File: config.mk
export PLATFORM = sky130hd
export DESIGN_NAME = pcpi_serial_bridge_flat
export DESIGN_NICKNAME = d
export VERILOG_FILES = /design/src/rtl/pcpi_serial_bridge_pkg.sv /design/src/rtl/pcpi_serial_bridge_if.sv /design/src/rtl/pcpi_serial_bridge_rx.sv /design/src/rtl/pcpi_serial_bridge.sv /design/src/flat_wrapper.sv
export SDC_FILE = /design/constraint.sdc
export NUM_CORES = 1
export LEC_CHECK = 0
export CELL_PAD_IN_SITES_DETAIL_PLACEMENT = 1
export CELL_PAD_IN_SITES_GLOBAL_PLACEMENT = 2
export CORE_MARGIN = 2
export CORE_UTILIZATION = 35
export CTS_BUF_LIST = sky130_fd_sc_hd__clkbuf_2 sky130_fd_sc_hd__clkbuf_4 sky130_fd_sc_hd__clkbuf_8
export CTS_CLUSTER_DIAMETER = 100
export DETAILED_ROUTE_END_ITERATION = 10
export PLACE_DENSITY_LB_ADDON = 0.1
export SYNTH_ARGS = -nofsm -noshare
export SYNTH_HDL_FRONTEND = slang
export SYNTH_SLANG_ARGS = --single-unit
File: constraint.sdc
create_clock -name clk -period 6.7 [get_ports clk]
set_clock_uncertainty 0.1 [all_clocks]
set_input_delay 0.67 -clock clk [delete_from_list [all_inputs] [get_ports clk]]
set_output_delay 0.67 -clock clk [all_outputs]
set_load 0.01 [all_outputs]
File: src/rtl/pcpi_serial_bridge_pkg.sv
// Shared types and elaboration helpers for the PCPI pin-serial bridge.
package pcpi_bridge_pkg;

   // Bridge states; the capture half (IDLE/REL) lives in seg_handshake_rx,
   // the issue/response half (ISSUE/RESP/RESP_REL) in the top level.
   typedef enum logic [2:0] {
      IDLE,
      REL,
      ISSUE,
      RESP,
      RESP_REL
   } state_t;

   // Number of host segments per instruction/result word.
   function automatic int nseg(input int insn_w, input int seg_w);
      return insn_w / seg_w;
   endfunction

   // Width of a segment index register; at least one bit.
   function automatic int idx_w(input int insn_w, input int seg_w);
      return (insn_w / seg_w > 1) ? $clog2(insn_w / seg_w) : 1;
   endfunction

   // Timeout counter width, wide enough to hold TIMEOUT_CYC itself.
   function automatic int cnt_w(input int timeout_cyc);
      return $clog2(timeout_cyc + 1);
   endfunction

   // Instruction width must split evenly into segments.
   function automatic bit seg_fit(input int insn_w, input int seg_w);
      return (insn_w % seg_w) == 0;
   endfunction

endpackage

File: src/rtl/pcpi_serial_bridge_if.sv
// Host segment bus plus PCPI bus of the serial bridge.
interface pcpi_serial_bridge_if #(
   parameter int SEG_W  = 4,
   parameter int INSN_W = 32
);
   logic [SEG_W-1:0]  seg_in;
   logic              seg_valid;
   logic              seg_ack;
   logic              pcpi_valid;
   logic [INSN_W-1:0] pcpi_insn;
   logic              pcpi_ready;
   logic              pcpi_wr;
   logic              pcpi_wait;
   logic [INSN_W-1:0] pcpi_rd;
   logic [SEG_W-1:0]  rd_out;
   logic              rd_valid;
   logic              rd_ack;
   logic              busy;
   logic              err_timeout;

   // Bridge side.
   modport slave (
      input  seg_in, seg_valid, pcpi_ready, pcpi_wr, pcpi_wait, pcpi_rd, rd_ack,
      output seg_ack, pcpi_valid, pcpi_insn, rd_out, rd_valid, busy, err_timeout
   );

   // Host / co-processor side.
   modport master (
      output seg_in, seg_valid, pcpi_ready, pcpi_wr, pcpi_wait, pcpi_rd, rd_ack,
      input  seg_ack, pcpi_valid, pcpi_insn, rd_out, rd_valid, busy, err_timeout
   );
endinterface

File: src/rtl/pcpi_serial_bridge_rx.sv
// Four-phase segment capture: assembles the instruction LSB segment first.
module seg_handshake_rx
   import pcpi_bridge_pkg::*;
#(
   parameter int SEG_W  = 4,
   parameter int INSN_W = 32
) (
   input  logic              clk,
   input  logic              rst_n,
   input  logic              en,         // top is idle, capture allowed
   input  logic              seg_valid,
   input  logic [SEG_W-1:0]  seg_in,
   output logic              seg_ack,
   output logic [INSN_W-1:0] insn,
   output logic              first_cap,  // segment 0 captured this cycle
   output logic              last_rel,   // last segment released this cycle
   output logic              busy_nxt    // capture side non-idle next cycle
);
   localparam int IDX_W = idx_w(INSN_W, SEG_W);
   localparam logic [IDX_W-1:0] LAST = IDX_W'(nseg(INSN_W, SEG_W) - 1);

   state_t            state_q, state_d;
   logic [IDX_W-1:0]  idx_q, idx_d;
   logic [INSN_W-1:0] insn_q, insn_d;
   logic              ack_q, ack_d;

   // Next-state: capture once per high phase, advance index on release.
   always_comb begin
      state_d   = state_q;
      idx_d     = idx_q;
      insn_d    = insn_q;
      ack_d     = ack_q;
      first_cap = 1'b0;
      last_rel  = 1'b0;
      case (state_q)
         IDLE: begin
            if (en && seg_valid) begin
               insn_d[idx_q*SEG_W +: SEG_W] = seg_in;
               ack_d     = 1'b1;
               first_cap = (idx_q == '0);
               state_d   = REL;
            end
         end
         REL: begin
            if (!seg_valid) begin
               ack_d   = 1'b0;
               state_d = IDLE;
               if (idx_q == LAST) begin
                  idx_d    = '0;
                  last_rel = 1'b1;
               end else begin
                  idx_d = idx_q + 1'b1;
               end
            end
         end
         default: state_d = IDLE;
      endcase
      busy_nxt = (state_d != IDLE) || (idx_d != '0);
   end

   // State and capture registers.
   always_ff @(posedge clk or negedge rst_n) begin
      if (!rst_n) begin
         state_q <= IDLE;
         idx_q   <= '0;
         insn_q  <= '0;
         ack_q   <= 1'b0;
      end else begin
         state_q <= state_d;
         idx_q   <= idx_d;
         insn_q  <= insn_d;
         ack_q   <= ack_d;
      end
   end

   assign seg_ack = ack_q;
   assign insn    = insn_q;
endmodule

File: src/rtl/pcpi_serial_bridge.sv
// PCPI pin-serial bridge: serial instruction in, PCPI issue with timeout,
// serial result out.
module pcpi_serial_bridge
   import pcpi_bridge_pkg::*;
#(
   parameter int SEG_W       = 4,
   parameter int INSN_W      = 32,
   parameter int TIMEOUT_CYC = 16
) (
   input logic clk,
   input logic rst_n,
   pcpi_serial_bridge_if.slave bus
);
   localparam int IDX_W = idx_w(INSN_W, SEG_W);
   localparam int CNT_W = cnt_w(TIMEOUT_CYC);
   localparam logic [IDX_W-1:0] LAST   = IDX_W'(nseg(INSN_W, SEG_W) - 1);
   localparam logic [CNT_W-1:0] TO_MAX = CNT_W'(TIMEOUT_CYC - 1);

   if (!seg_fit(INSN_W, SEG_W)) begin : g_bad_width
      $error("INSN_W must be a multiple of SEG_W");
   end

   state_t            state_q, state_d;
   logic [CNT_W-1:0]  cnt_q, cnt_d;
   logic [IDX_W-1:0]  ridx_q, ridx_d;
   logic [INSN_W-1:0] res_q, res_d;
   logic              err_q, err_d;
   logic              pv_q, rv_q, busy_q;
   logic [SEG_W-1:0]  rd_out_q, rd_out_d;
   logic              first_cap, last_rel, rx_busy_nxt;

   seg_handshake_rx #(.SEG_W(SEG_W), .INSN_W(INSN_W)) u_rx (
      .clk       (clk),
      .rst_n     (rst_n),
      .en        (state_q == IDLE),
      .seg_valid (bus.seg_valid),
      .seg_in    (bus.seg_in),
      .seg_ack   (bus.seg_ack),
      .insn      (bus.pcpi_insn),
      .first_cap (first_cap),
      .last_rel  (last_rel),
      .busy_nxt  (rx_busy_nxt)
   );

   // Next-state: issue, timeout supervision and result serialisation.
   always_comb begin
      state_d = state_q;
      cnt_d   = cnt_q;
      ridx_d  = ridx_q;
      res_d   = res_q;
      err_d   = err_q;
      case (state_q)
         IDLE: begin
            if (first_cap) err_d = 1'b0;
            if (last_rel) state_d = ISSUE;
         end
         ISSUE: begin
            // ready takes priority over an expiry in the same cycle
            if (bus.pcpi_ready) begin
               cnt_d = '0;
               if (bus.pcpi_wr) begin
                  res_d   = bus.pcpi_rd;
                  state_d = RESP;
               end else begin
                  state_d = IDLE;
               end
            end else if (bus.pcpi_wait) begin
               cnt_d = '0;
            end else if (cnt_q == TO_MAX) begin
               cnt_d   = '0;
               err_d   = 1'b1;
               state_d = IDLE;
            end else begin
               cnt_d = cnt_q + 1'b1;
            end
         end
         RESP: begin
            if (bus.rd_ack) state_d = RESP_REL;
         end
         RESP_REL: begin
            if (!bus.rd_ack) begin
               if (ridx_q == LAST) begin
                  ridx_d  = '0;
                  state_d = IDLE;
               end else begin
                  ridx_d  = ridx_q + 1'b1;
                  state_d = RESP;
               end
            end
         end
         default: state_d = IDLE;
      endcase
      rd_out_d = (state_d == RESP) ? res_d[ridx_d*SEG_W +: SEG_W] : '0;
   end

   // FSM state register.
   always_ff @(posedge clk or negedge rst_n) begin
      if (!rst_n) state_q <= IDLE;
      else        state_q <= state_d;
   end

   // Datapath and registered outputs, all derived from next-state values.
   always_ff @(posedge clk or negedge rst_n) begin
      if (!rst_n) begin
         cnt_q    <= '0;
         ridx_q   <= '0;
         res_q    <= '0;
         err_q    <= 1'b0;
         pv_q     <= 1'b0;
         rv_q     <= 1'b0;
         busy_q   <= 1'b0;
         rd_out_q <= '0;
      end else begin
         cnt_q    <= cnt_d;
         ridx_q   <= ridx_d;
         res_q    <= res_d;
         err_q    <= err_d;
         pv_q     <= (state_d == ISSUE);
         rv_q     <= (state_d == RESP);
         busy_q   <= (state_d != IDLE) || (ridx_d != '0) || rx_busy_nxt;
         rd_out_q <= rd_out_d;
      end
   end

   assign bus.pcpi_valid  = pv_q;
   assign bus.rd_valid    = rv_q;
   assign bus.rd_out      = rd_out_q;
   assign bus.busy        = busy_q;
   assign bus.err_timeout = err_q;
endmodule
File: src/flat_wrapper.sv
// flat-port wrapper written by rule: the top's interface ports become plain ports
module pcpi_serial_bridge_flat import pcpi_bridge_pkg::*;
#(
   parameter int SEG_W       = 4,
   parameter int INSN_W      = 32,
   parameter int TIMEOUT_CYC = 16
)
  (clk, rst_n, bus_seg_in, bus_seg_valid, bus_pcpi_ready, bus_pcpi_wr, bus_pcpi_wait, bus_pcpi_rd, bus_rd_ack, bus_seg_ack, bus_pcpi_valid, bus_pcpi_insn, bus_rd_out, bus_rd_valid, bus_busy, bus_err_timeout);
  pcpi_serial_bridge_if #(.SEG_W(SEG_W), .INSN_W(INSN_W)) bus_i ();
  input logic clk;
  input logic rst_n;
  input wire logic [$bits(bus_i.seg_in)-1:0] bus_seg_in;
  input wire logic [$bits(bus_i.seg_valid)-1:0] bus_seg_valid;
  input wire logic [$bits(bus_i.pcpi_ready)-1:0] bus_pcpi_ready;
  input wire logic [$bits(bus_i.pcpi_wr)-1:0] bus_pcpi_wr;
  input wire logic [$bits(bus_i.pcpi_wait)-1:0] bus_pcpi_wait;
  input wire logic [$bits(bus_i.pcpi_rd)-1:0] bus_pcpi_rd;
  input wire logic [$bits(bus_i.rd_ack)-1:0] bus_rd_ack;
  output wire logic [$bits(bus_i.seg_ack)-1:0] bus_seg_ack;
  output wire logic [$bits(bus_i.pcpi_valid)-1:0] bus_pcpi_valid;
  output wire logic [$bits(bus_i.pcpi_insn)-1:0] bus_pcpi_insn;
  output wire logic [$bits(bus_i.rd_out)-1:0] bus_rd_out;
  output wire logic [$bits(bus_i.rd_valid)-1:0] bus_rd_valid;
  output wire logic [$bits(bus_i.busy)-1:0] bus_busy;
  output wire logic [$bits(bus_i.err_timeout)-1:0] bus_err_timeout;
  assign bus_i.seg_in = bus_seg_in;
  assign bus_i.seg_valid = bus_seg_valid;
  assign bus_i.pcpi_ready = bus_pcpi_ready;
  assign bus_i.pcpi_wr = bus_pcpi_wr;
  assign bus_i.pcpi_wait = bus_pcpi_wait;
  assign bus_i.pcpi_rd = bus_pcpi_rd;
  assign bus_i.rd_ack = bus_rd_ack;
  assign bus_seg_ack = bus_i.seg_ack;
  assign bus_pcpi_valid = bus_i.pcpi_valid;
  assign bus_pcpi_insn = bus_i.pcpi_insn;
  assign bus_rd_out = bus_i.rd_out;
  assign bus_rd_valid = bus_i.rd_valid;
  assign bus_busy = bus_i.busy;
  assign bus_err_timeout = bus_i.err_timeout;
  pcpi_serial_bridge #(.SEG_W(SEG_W), .INSN_W(INSN_W), .TIMEOUT_CYC(TIMEOUT_CYC)) u_core (.clk(clk), .rst_n(rst_n), .bus(bus_i));
endmodule
==> key figures, run 1 <==
Logic synthesis
  – Ys Warns: 0
  – Most instantiated cells after synthesis: 130 x nand2_1, 90 x dfrtp_1, 27 x mux2_2
  – Cell variety after synth: 52
  – Yosys reg bits: 90
  – Synth Flop Type: dfrtp_1
  – Register area share after synthesis: 52.6%
  – Ys async rst share: 100%
  – Post-Synthesis Cells: 397
  – Yosys top cell by area: dfrtp_1
  – Avg Inst Size Synth: 10.8 um^2
  – Yosys top cell area share: 52.6%
  – Syn Std Cell Area: 4280 um^2
  – Top post-synthesis cells by area: dfrtp_1 53%, nand2_1 11%, mux2_2 7.1%, mux4_2 5.8%, ha_1 2.6%
  – Post-synth EDFFs: 0
  – Cell with the most instances after synthesis: nand2_1

Job
  – Number of max-cap violations: 0

Status
  – Status: completed

CTS
  – Clock latency on the worst-skew pair: roughly 370 ps
  – Root Driver: clkbuf_8
  – Clock-pin transition on the worst setup and hold timing paths: 90 ps
  – # Post-CTS Setup Buffers: 0
  – Cts hold-fix bufs: 0
  – Resized Gates After CTS: 0
  – Clock sinks: 90
  – CTS tree: done
  – H-tree depth: 3
  – Longest Clk Path Bufs: 2
  – Number of CTS-inserted buffers: 9

Placed design
  – Post-DP HPWL: about 8.2 mm
  – DP Area: between 5000 and 6000 um^2
  – Cell total after placement: 620
  – Port Buffers: 83
  – Placer Congestion: 0.765

Cells and area
  – Design Area, Final: between 5000 and 6000 um^2
  – Final non-filler cell total: 635
  – Multi-input combinational cell area: 1900 um^2
  – Area growth syn-to-layout: 27.1%
  – # diodes: 0
  – Layout cells sized above 1: 13.9%
  – Sequential Area: 2250 um^2
  – Number of nets in the layout: 536
  – Fill cells: ~1,300

Global routing
  – GRT Util Overall: 18.2%
  – Vias in the first global route: 3,487
  – First-pass GRT wire length: 18.3 mm
  – Initial antenna violation count: 0
  – Largest net degree at the start of global routing: 51
  – GRT overflow: 0

Timing
  – Unrepaired setup endpoints after global routing: false
  – Fin. Hold Viols: 0
  – Peak Freq: 336 MHz
  – Measured slew at the worst slew-check pin: approximately 640 ps
  – Final min period: 2980 ps
  – Final setup fails: 0
  – Fin Setup TNS: 0 ps
  – Pins Over Slew Limit: 0
  – Worst rel slew slack: a little under three fifths
  – Final worst path period share: 44.5%

Worst setup path
  – Worst R2R Start: u_core.state_q[1]
  – CP max stage delay: 620 ps
  – Worst-path cell chain: clkdlybuf4s50_1 -> nor4b_4 -> mux2i_1 -> inv_2 -> nor2_1 -> nand2_1 -> o221ai_1
  – Max Fanout on Critical Path: 10
  – WP data required: roughly 6900 ps
  – Worst reg-to-reg setup slack: 3770 ps
  – CP Capture Type: flip-flop
  – Reg2reg path depth: 6
  – End point of the critical path: u_core.bus.rd_out[3]
  – Worst EP arrival: ~3200 ps
  – Critical Path Start: bus_rd_ack
  – Slowest-stage cell, CP: mux2i_1
  – Reg-to-Reg End: u_core.bus.rd_out[3]
  – Critical path launch point type: input port
  – Crit Path Category: in -> reg

Die
  – Initial Utilization: 35.8%
  – Die height: roughly 110 um
  – IO Pins: 84
  – Row cnt: 40
  – Core Area: 12,000 um^2
  – Chip Width: approximately 110 um
  – Die area: approximately 13,000 um^2

Detailed routing
  – Router iterations before antenna repair: 5
  – Post-DRT Antenna Nets: 0
  – DRC errors left: 0
  – Final wirelength: 11.1 mm
  – Vias: 3,237
  – Routed len/inst: 17.5 um
  – DR vias/cell: 5.10
  – Initial drt markers: 85

Pwr
  – Pwr dens: 243 nW/um^2
  – Leak: 2.59 nW
  – VDD IR max: 94.1 uV

Min path
  – Worst hold-check path type: in -> async
## registers in the layout, summed over array words and instances, names as in the netlist
register	cells
u_core.u_rx.idx_q	3
u_core.u_rx.seg_ack	1
u_core.cnt_q	5
u_core.bus.rd_valid	1
u_core.bus.rd_out	4
u_core.bus.pcpi_valid	1
u_core.u_rx.insn	32
u_core.ridx_q	3
u_core.state_q	3
u_core.bus.busy	1
u_core.u_rx.state_q	3
u_core.res_q	32
u_core.bus.err_timeout	1
## area by class of cell
type	instances	share of cell area [%]
clock inverters	4	0.965
multi-input cells	284	35.0
repair buffers	87	15.8
flip-flops and latches	90	41.4
well taps	147	3.38
inverters	12	0.919
clock buffers	11	2.66
## worst max-delay path: cells and delay by family
family                 cells  cell delay [ps]
AOI/OAI and AO/OA          1              190
muxes                      1              620
and+or+nand+nor            3              940
buffers and inverters      2              730
## report_power, final
| group | switching (W) | internal [W] |
|---|---|---|
| sequential | 0.0000401 | 0.000602 |
| clock | 0.000199 | 0.000186 |
| combinational | 0.000144 | 0.000156 |
## stage by stage
| step | hold WS (ps) | total power [W] | utilization, % | setup slack, ps |
|---|---|---|---|---|
| finish | 233 | 0.00133 | 45.5 | 3720 |
| global placement | 354 | 0.000951 | 43.9 | 3400 |
| floorplan | 274 | 0.000794 | - | 4250 |
| CTS | 256 | 0.00135 | 45.5 | 3710 |
| detailed placement | 361 | 0.000958 | 43.9 | 3340 |
| global route | 285 | 0.00141 | 45.5 | 3540 |
## cell usage in the layout, fill, tap and decap left out, types with 3 or more instances in the layout
cell type        count
o21ai_0             18
nor4_1               4
ha_1                 9
nand2_1            130
dfrtp_1             90
clkbuf_8            10
clkinv_4             3
a32oi_1              3
buf_4                5
and3_1               9
nor3_1               3
mux2_2              27
nor2_1              15
mux4_2              11
a22oi_1              3
mux2i_1              5
a21oi_1              4
inv_1                9
clkdlybuf4s50_1     82
## kinds of logic (layout without fill, tap and decap cells)
kind of cell | count (synthesis) | after routing | synth area share (%)
AND/OR/NAND/NOR | 185 | 185 | 19.8
buffers and inverters | 24 | 114 | 3.07
adder cells (fa/ha/maj) | 9 | 9 | 2.63
AO/OA/AOI/OAI | 43 | 43 | 6.54
multiplexers | 45 | 45 | 15.3
other | 1 | 2 | 0.0875
flip-flops | 90 | 90 | 52.6
## worst min path at each step
stage	start	endpoint	slack (ps)
final	rst_n	u_core.cnt_q[3]	230
after global routing	rst_n	u_core.u_rx.insn[1]	280
after CTS	rst_n	u_core.u_rx.insn[1]	260
after detailed placement	u_core.res_q[15]	u_core.res_q[15]	360
after global placement	u_core.res_q[0]	u_core.res_q[0]	350
after floorplan	rst_n	u_core.bus.busy	270
## layer usage
metal  track usage (%)  up-vias  part of all wire [%]
met3              2.70       10                   2.9
met1              22.6     1626                    43
met2              32.4       59                    52
li1                  -     1542                     -
met4              5.85        0                   1.4
met5                 0        -                     0
Power figures use the tool's default switching activity.
==> run 2, diff against run 1 <==
--- a/config.mk
+++ b/config.mk
@@ -8,7 +8,7 @@
 export CELL_PAD_IN_SITES_DETAIL_PLACEMENT = 1
 export CELL_PAD_IN_SITES_GLOBAL_PLACEMENT = 2
 export CORE_MARGIN = 2
-export CORE_UTILIZATION = 35
+export CORE_UTILIZATION = 34
 export CTS_BUF_LIST = sky130_fd_sc_hd__clkbuf_2 sky130_fd_sc_hd__clkbuf_4 sky130_fd_sc_hd__clkbuf_8
 export CTS_CLUSTER_DIAMETER = 100
 export DETAILED_ROUTE_END_ITERATION = 10
==> constraint.sdc (replaced) <==
create_clock -name clk -period 2.82 [get_ports clk]
set_clock_uncertainty 0.1 [all_clocks]
set_input_delay 0.282 -clock clk [delete_from_list [all_inputs] [get_ports clk]]
set_output_delay 0.282 -clock clk [all_outputs]
set_load 0.01 [all_outputs]
==> run 2 against run 1 <==
Against the previous run:
- sequential power grew 140%
- power is 150% higher
- count of clock-buffer cells in the layout did not move
- clock power rose to 2.6 times the previous value
- critical endpoint unchanged
- largest cell class unchanged
==> key figures, run 2 (synthesized netlist as in run 1, its figures left out) <==
Global routing
  – Initial antenna violation count: 0 (unchanged)
  – GRT overflow: 0 (unchanged)
  – GRT Util Overall: 17.6% (was 18.2%)
  – First-pass GRT wire length: 18.2 mm (was 18.3 mm)
  – Largest net degree at the start of global routing: 52 (was 51)
  – Vias in the first global route: 3,488 (was 3,487)

Detailed routing
  – DRC errors left: 0 (unchanged)
  – DR WL met2: 5.57 mm (was 5.82 mm)
  – Wire length on met3: 307 um (was 320 um)
  – Post-DRT Antenna Nets: 0 (unchanged)
  – Initial drt markers: 143 (was 85)
  – DR vias/cell: 4.84 (was 5.10)
  – Top Metal Used: met4 (unchanged)
  – Routed len/inst: 16.1 um (was 17.5 um)
  – Vias: 3,273 (was 3,237)
  – Router iterations before antenna repair: 4 (was 5)
  – Met1 wire length: 4.85 mm (was 4.80 mm)
  – Final wirelength: 10.9 mm (was 11.1 mm)

Cells and area
  – Fin util: 45.3% (was 45.5%)
  – Multi-input combinational cell area: 1900 um^2 (unchanged)
  – Layout cells sized above 1: 16.5% (was 13.9%)
  – Number of nets in the layout: 551 (was 536)
  – Most common library cell in the layout ignoring fill and taps: nand2_1 (unchanged)
  – # diodes: 0 (unchanged)
  – Design Area, Final: 5640 um^2 (was 5450 um^2)
  – Sequential Area: 2250 um^2 (unchanged)
  – Area growth syn-to-layout: 31.7% (was 27.1%)
  – Most frequent cells in the layout: 130 x nand2_1, 90 x dfrtp_1, 82 x clkdlybuf4s50_1, 27 x mux2_2, 18 x o21ai_0 (unchanged)
  – Fill cells: 1,395 (was 1,331)

Worst setup path
  – Worst-path cell chain: or3b_1 -> nor2_4 -> buf_12 -> mux4_1 -> a22oi_1 -> o221ai_1 (was clkdlybuf4s50_1 -> nor4b_4 -> mux2i_1 -> inv_2 -> nor2_1 -> nand2_1 -> o221ai_1)
  – Worst path buffer plus inverter count: 1 (was 2)
  – Worst EP arrival: 2610 ps (was 3160 ps)
  – Slowest-stage cell, CP: mux4_1 (was mux2i_1)
  – CP max stage delay: 590 ps (was 620 ps)
  – WP data required: 2960 ps (was 6880 ps)
  – Crit Path Category: reg -> reg (was in -> reg)
  – Max Fanout on Critical Path: 38 (was 10)
  – Crit path max-delay family: simple AND/OR/NAND/NOR gates (unchanged)
  – Critical path launch point type: flip-flop (was input port)
  – CP Capture Type: flip-flop (unchanged)

CTS
  – Clock latency on the worst-skew pair: 370 ps (about the same)
  – Cts hold-fix bufs: 1 (was 0)
  – Resized Gates After CTS: 0 (unchanged)
  – Clock-pin transition on the worst setup and hold timing paths: 90 ps (about the same)
  – # Post-CTS Setup Buffers: 0 (unchanged)
  – Number of CTS-inserted buffers: 9 (unchanged)
  – Root Driver: clkbuf_8 (unchanged)
  – Longest Clk Path Bufs: 2 (unchanged)
  – H-tree depth: 3 (unchanged)
  – Clock sinks: 90 (unchanged)
  – CTS tree: done (unchanged)

Timing
  – Measured slew at the worst slew-check pin: 530 ps (was 644 ps)
  – Worst rel slew slack: 64.2% (was 55.8%)
  – Final setup fails: 0 (unchanged)
  – Unrepaired setup endpoints after global routing: false (unchanged)
  – Fin Hold WS: 336 ps (was 233 ps)
  – Pins Over Slew Limit: 0 (unchanged)
  – Final min period: 2470 ps
  – Final worst path period share: between 80 and 90%
  – Peak Freq: 404 MHz
  – Fin. Hold Viols: 0 (unchanged)
  – Fin Setup TNS: 0 ps (unchanged)

Placed design
  – Post-DP HPWL: 8.18 mm (about the same)
  – Port Buffers: 83 (unchanged)
  – DP Area: 5410 um^2 (was 5250 um^2)
  – Placer Congestion: 0.738 (was 0.765)

Die
  – Core Area: 12,500 um^2 (was 12,000 um^2)
  – Initial Utilization: 34.4% (was 35.8%)
  – Row cnt: 41 (was 40)
  – Chip Width: 116 um (was 115 um)
  – Die height: 116 um (was 115 um)
  – IO Pins: 84 (unchanged)
  – Die area: 13,500 um^2 (was 13,100 um^2)

Pwr
  – Leak: 2.68 nW (was 2.59 nW)
  – Pwr dens: 578 nW/um^2 (was 243 nW/um^2)
  – VDD IR max: 190 uV (was 94.1 uV)
  – Total Power: 0.00326 W (was 0.00133 W)

Min path
  – Worst hold-check path type: in -> async (unchanged)

Job
  – Number of max-cap violations: 0 (unchanged)

Status
  – Status: completed (unchanged)
[run 2: cell types whose count changed in the layout (fill, tap and decap cells not counted)]
cell | before | now
buf_12 | 0 | 2
clkinv_2 | 1 | 2
buf_4 | 5 | 17
bufinv_16 | 1 | 2
dlygate4sd3_1 | 0 | 1
clkinv_4 | 3 | 1
clkinvlp_4 | 0 | 1
[run 2: final timing paths]
kind,startpoint,endpoint,slack (ps),cells past startpoint
max,u_core.state_q[1],u_core.bus.rd_out[3],350,6
min,rst_n,u_core.cnt_q[0],340,2
max reg2reg,u_core.state_q[1],u_core.bus.rd_out[3],350,6
min reg2reg,u_core.res_q[29],u_core.res_q[29],370,2
max in group asynchronous,rst_n,u_core.bus.rd_out[1],1630,3
min in group clk,bus_pcpi_rd[31],u_core.res_q[31],370,3
[run 2: cell type report]
cell class	instances	area share, %
multi-input cells	284	33.7
clock inverters	5	1.37
inverters	12	0.887
well taps	172	3.81
flip-flops and latches	90	39.9
clock buffers	11	2.57
repair buffers	102	17.7
[run 2: through the flow]
step,instances,worst slack [ps]
after global routing,676,201
after global placement,659,206
after detailed placement,659,183
final,676,347
after floorplan,398,531
after CTS,676,313
[run 2: layer usage]
layer	vias to the layer above	GRT usage (%)
met3	10	2.75
met4	0	6.19
met5	-	0
met2	56	30.0
met1	1630	22.8
li1	1577	-
[run 2: report_power, final]
| part | internal [W] | total (W) | switching, W | leakage (nW) |
|---|---|---|---|---|
| Clock | 0.000531 | 0.000999 | 0.000468 | 0.113 |
| Sequential | 0.00143 | 0.00152 | 0.0000922 | 1.20 |
| Combinational | 0.000390 | 0.000742 | 0.000352 | 1.36 |
| Total | 0.00235 | 0.00326 | 0.000912 | 2.68 |
==> RTL edit (flow settings as in run 1) <==
Make the reset (`rst_n`) synchronous in 3 clocked blocks.
--- a/src/rtl/pcpi_serial_bridge_rx.sv
+++ b/src/rtl/pcpi_serial_bridge_rx.sv
@@ -60,5 +60,5 @@
 
    // State and capture registers.
-   always_ff @(posedge clk or negedge rst_n) begin
+   always_ff @(posedge clk) begin
       if (!rst_n) begin
          state_q <= IDLE;
--- a/src/rtl/pcpi_serial_bridge.sv
+++ b/src/rtl/pcpi_serial_bridge.sv
@@ -95,5 +95,5 @@
 
    // FSM state register.
-   always_ff @(posedge clk or negedge rst_n) begin
+   always_ff @(posedge clk) begin
       if (!rst_n) state_q <= IDLE;
       else        state_q <= state_d;
@@ -101,5 +101,5 @@
 
    // Datapath and registered outputs, all derived from next-state values.
-   always_ff @(posedge clk or negedge rst_n) begin
+   always_ff @(posedge clk) begin
       if (!rst_n) begin
          cnt_q    <= '0;
Check against the original RTL: differs if rst_n is asserted again (counterexample within 4 cycles, from zero or initial values and one cycle with rst_n low); with rst_n held inactive, the same outputs for 10 cycles.
==> RTL edit against run 1 <==
  * Largest cell class is now multi-input combinational cells
  * Critical endpoint is now u_core.bus.rd_out[0]
  * Routed wire length decreased by 7.5%
  * Final area shrank 7.3%
  * Area after synthesis fell by 9.4%
  * Sequential cell count is the same
  * Count of clock-buffer cells in the layout unchanged
  * Setup slack worse by 0.12 ns
Power is not compared: it rests on default switching activity, and its combinational part moved more than twofold at a synthesized area within 25%.
==> RTL edit: results (changes against run 1) <==
| Metric | Value |
|---|---|
| Status | `completed (unchanged)` |
| Vias in the first global route | `3,278 (was 3,487)` |
| Reg-to-reg slack, setup | `3.71 ns (was 3.77 ns)` |
| WP data arrival | `3.24 ns (was 3.16 ns)` |
| TritonRoute pass-1 iters | `4 (was 5)` |
| Sequential area share after synthesis | `46.4% (was 52.6%)` |
| Synth top area cells | `dfxtp_1 46%, mux2i_1 12%, nor2_1 5.5% (was dfrtp_1 53%, nand2_1 11%, mux2_2 7.1%)` |
| Synth cell types | `38 (was 52)` |
| Placed cells | `610 (was 620)` |
| Gr usage total | `18.2% (about the same)` |
| Setup WS pre-CTS | `3.22 ns (was 3.34 ns)` |
| GP Congestion | `0.741 (was 0.765)` |
| Share of flip-flops with an asynchronous set or reset | `0% (was 100%)` |
| Reg-to-reg startpoint | `u_core.state_q[1] (unchanged)` |
| Met2 GRT Util | `26.7% (was 32.4%)` |
| Layout cell share with drive strength beyond 1 | `11.3% (was 13.9%)` |
| Worst hold slack | `0.353 ns (was 0.233 ns)` |
| Reg2reg end | `u_core.bus.rd_out[1] (was u_core.bus.rd_out[3])` |
| Largest net degree at the start of global routing | `46 (was 51)` |
| DRT iter0 DRCs | `97 (was 85)` |
| Vias | `3,112 (was 3,237)` |
| Hold Crit Class | `register to register (was primary input to asynchronous set/reset pin)` |
| GRT met1 Usage | `26.2% (was 22.6%)` |
| Number of diodes | `0 (unchanged)` |
| Worst-margin pin slew | `1.09 ns (was 0.644 ns)` |
| Final Routed Wirelength | `10,300 um (was 11,100 um)` |
| Post-synthesis mux area share | `22.0% (was 15.3%)` |
| Startpoint Class | `primary input (unchanged)` |
| Synth cell count leaders | `90 x dfxtp_1, 57 x nor2_1, 50 x nand2_1 (was 130 x nand2_1, 90 x dfrtp_1, 27 x mux2_2)` |
| Detailed Place HPWL | `7440 um (was 8180 um)` |
| Adder-cell share of the synthesized area | `2.26% (was 2.63%)` |
| Complex-gate fraction of the synthesized area | `5.83% (was 6.54%)` |
| CP max-delay cell | `mux2i_2 (was mux2i_1)` |
| Met3 Usage GRT | `3.62% (was 2.70%)` |
| Share of the synthesized area in the top cell type | `46.4% (was 52.6%)` |
| Vias per inst | `4.97 (was 5.10)` |
| Crit path to | `u_core.bus.rd_out[0] (was u_core.bus.rd_out[3])` |
| Worst Path Max Fanout | `16 (was 10)` |
RTL edit: cell type report:
cell class,count,area (um^2)
clock buffers,11,139
clock inverters,5,78.8
fillers,1240,5790
inverters,8,30.0
multi-input cells,287,1980
flip-flops and latches,90,1800
well taps,140,175
repair buffers,85,846
RTL edit: metal layers:
metal / vias to the layer above / share of wire (%)
met5: - / 0
met4: 0 / 1.3
met3: 11 / 5.0
met2: 61 / 43
met1: 1501 / 51
li1: 1539 / -
RTL edit: power groups by stage:
| stage | Clock [uW] | Sequential (uW) | Combinational, uW |
|---|---|---|---|
| 6_report | 413 | 538 | 47.5 |
| 5_1_grt | 447 | 538 | 51.6 |
| 4_1_cts | 424 | 538 | 48.2 |
| 3_5_place_dp | 0 | 550 | 47.9 |
| 3_3_place_gp | 0 | 550 | 48.0 |
| 2_1_floorplan | 0 | 551 | 12.0 |
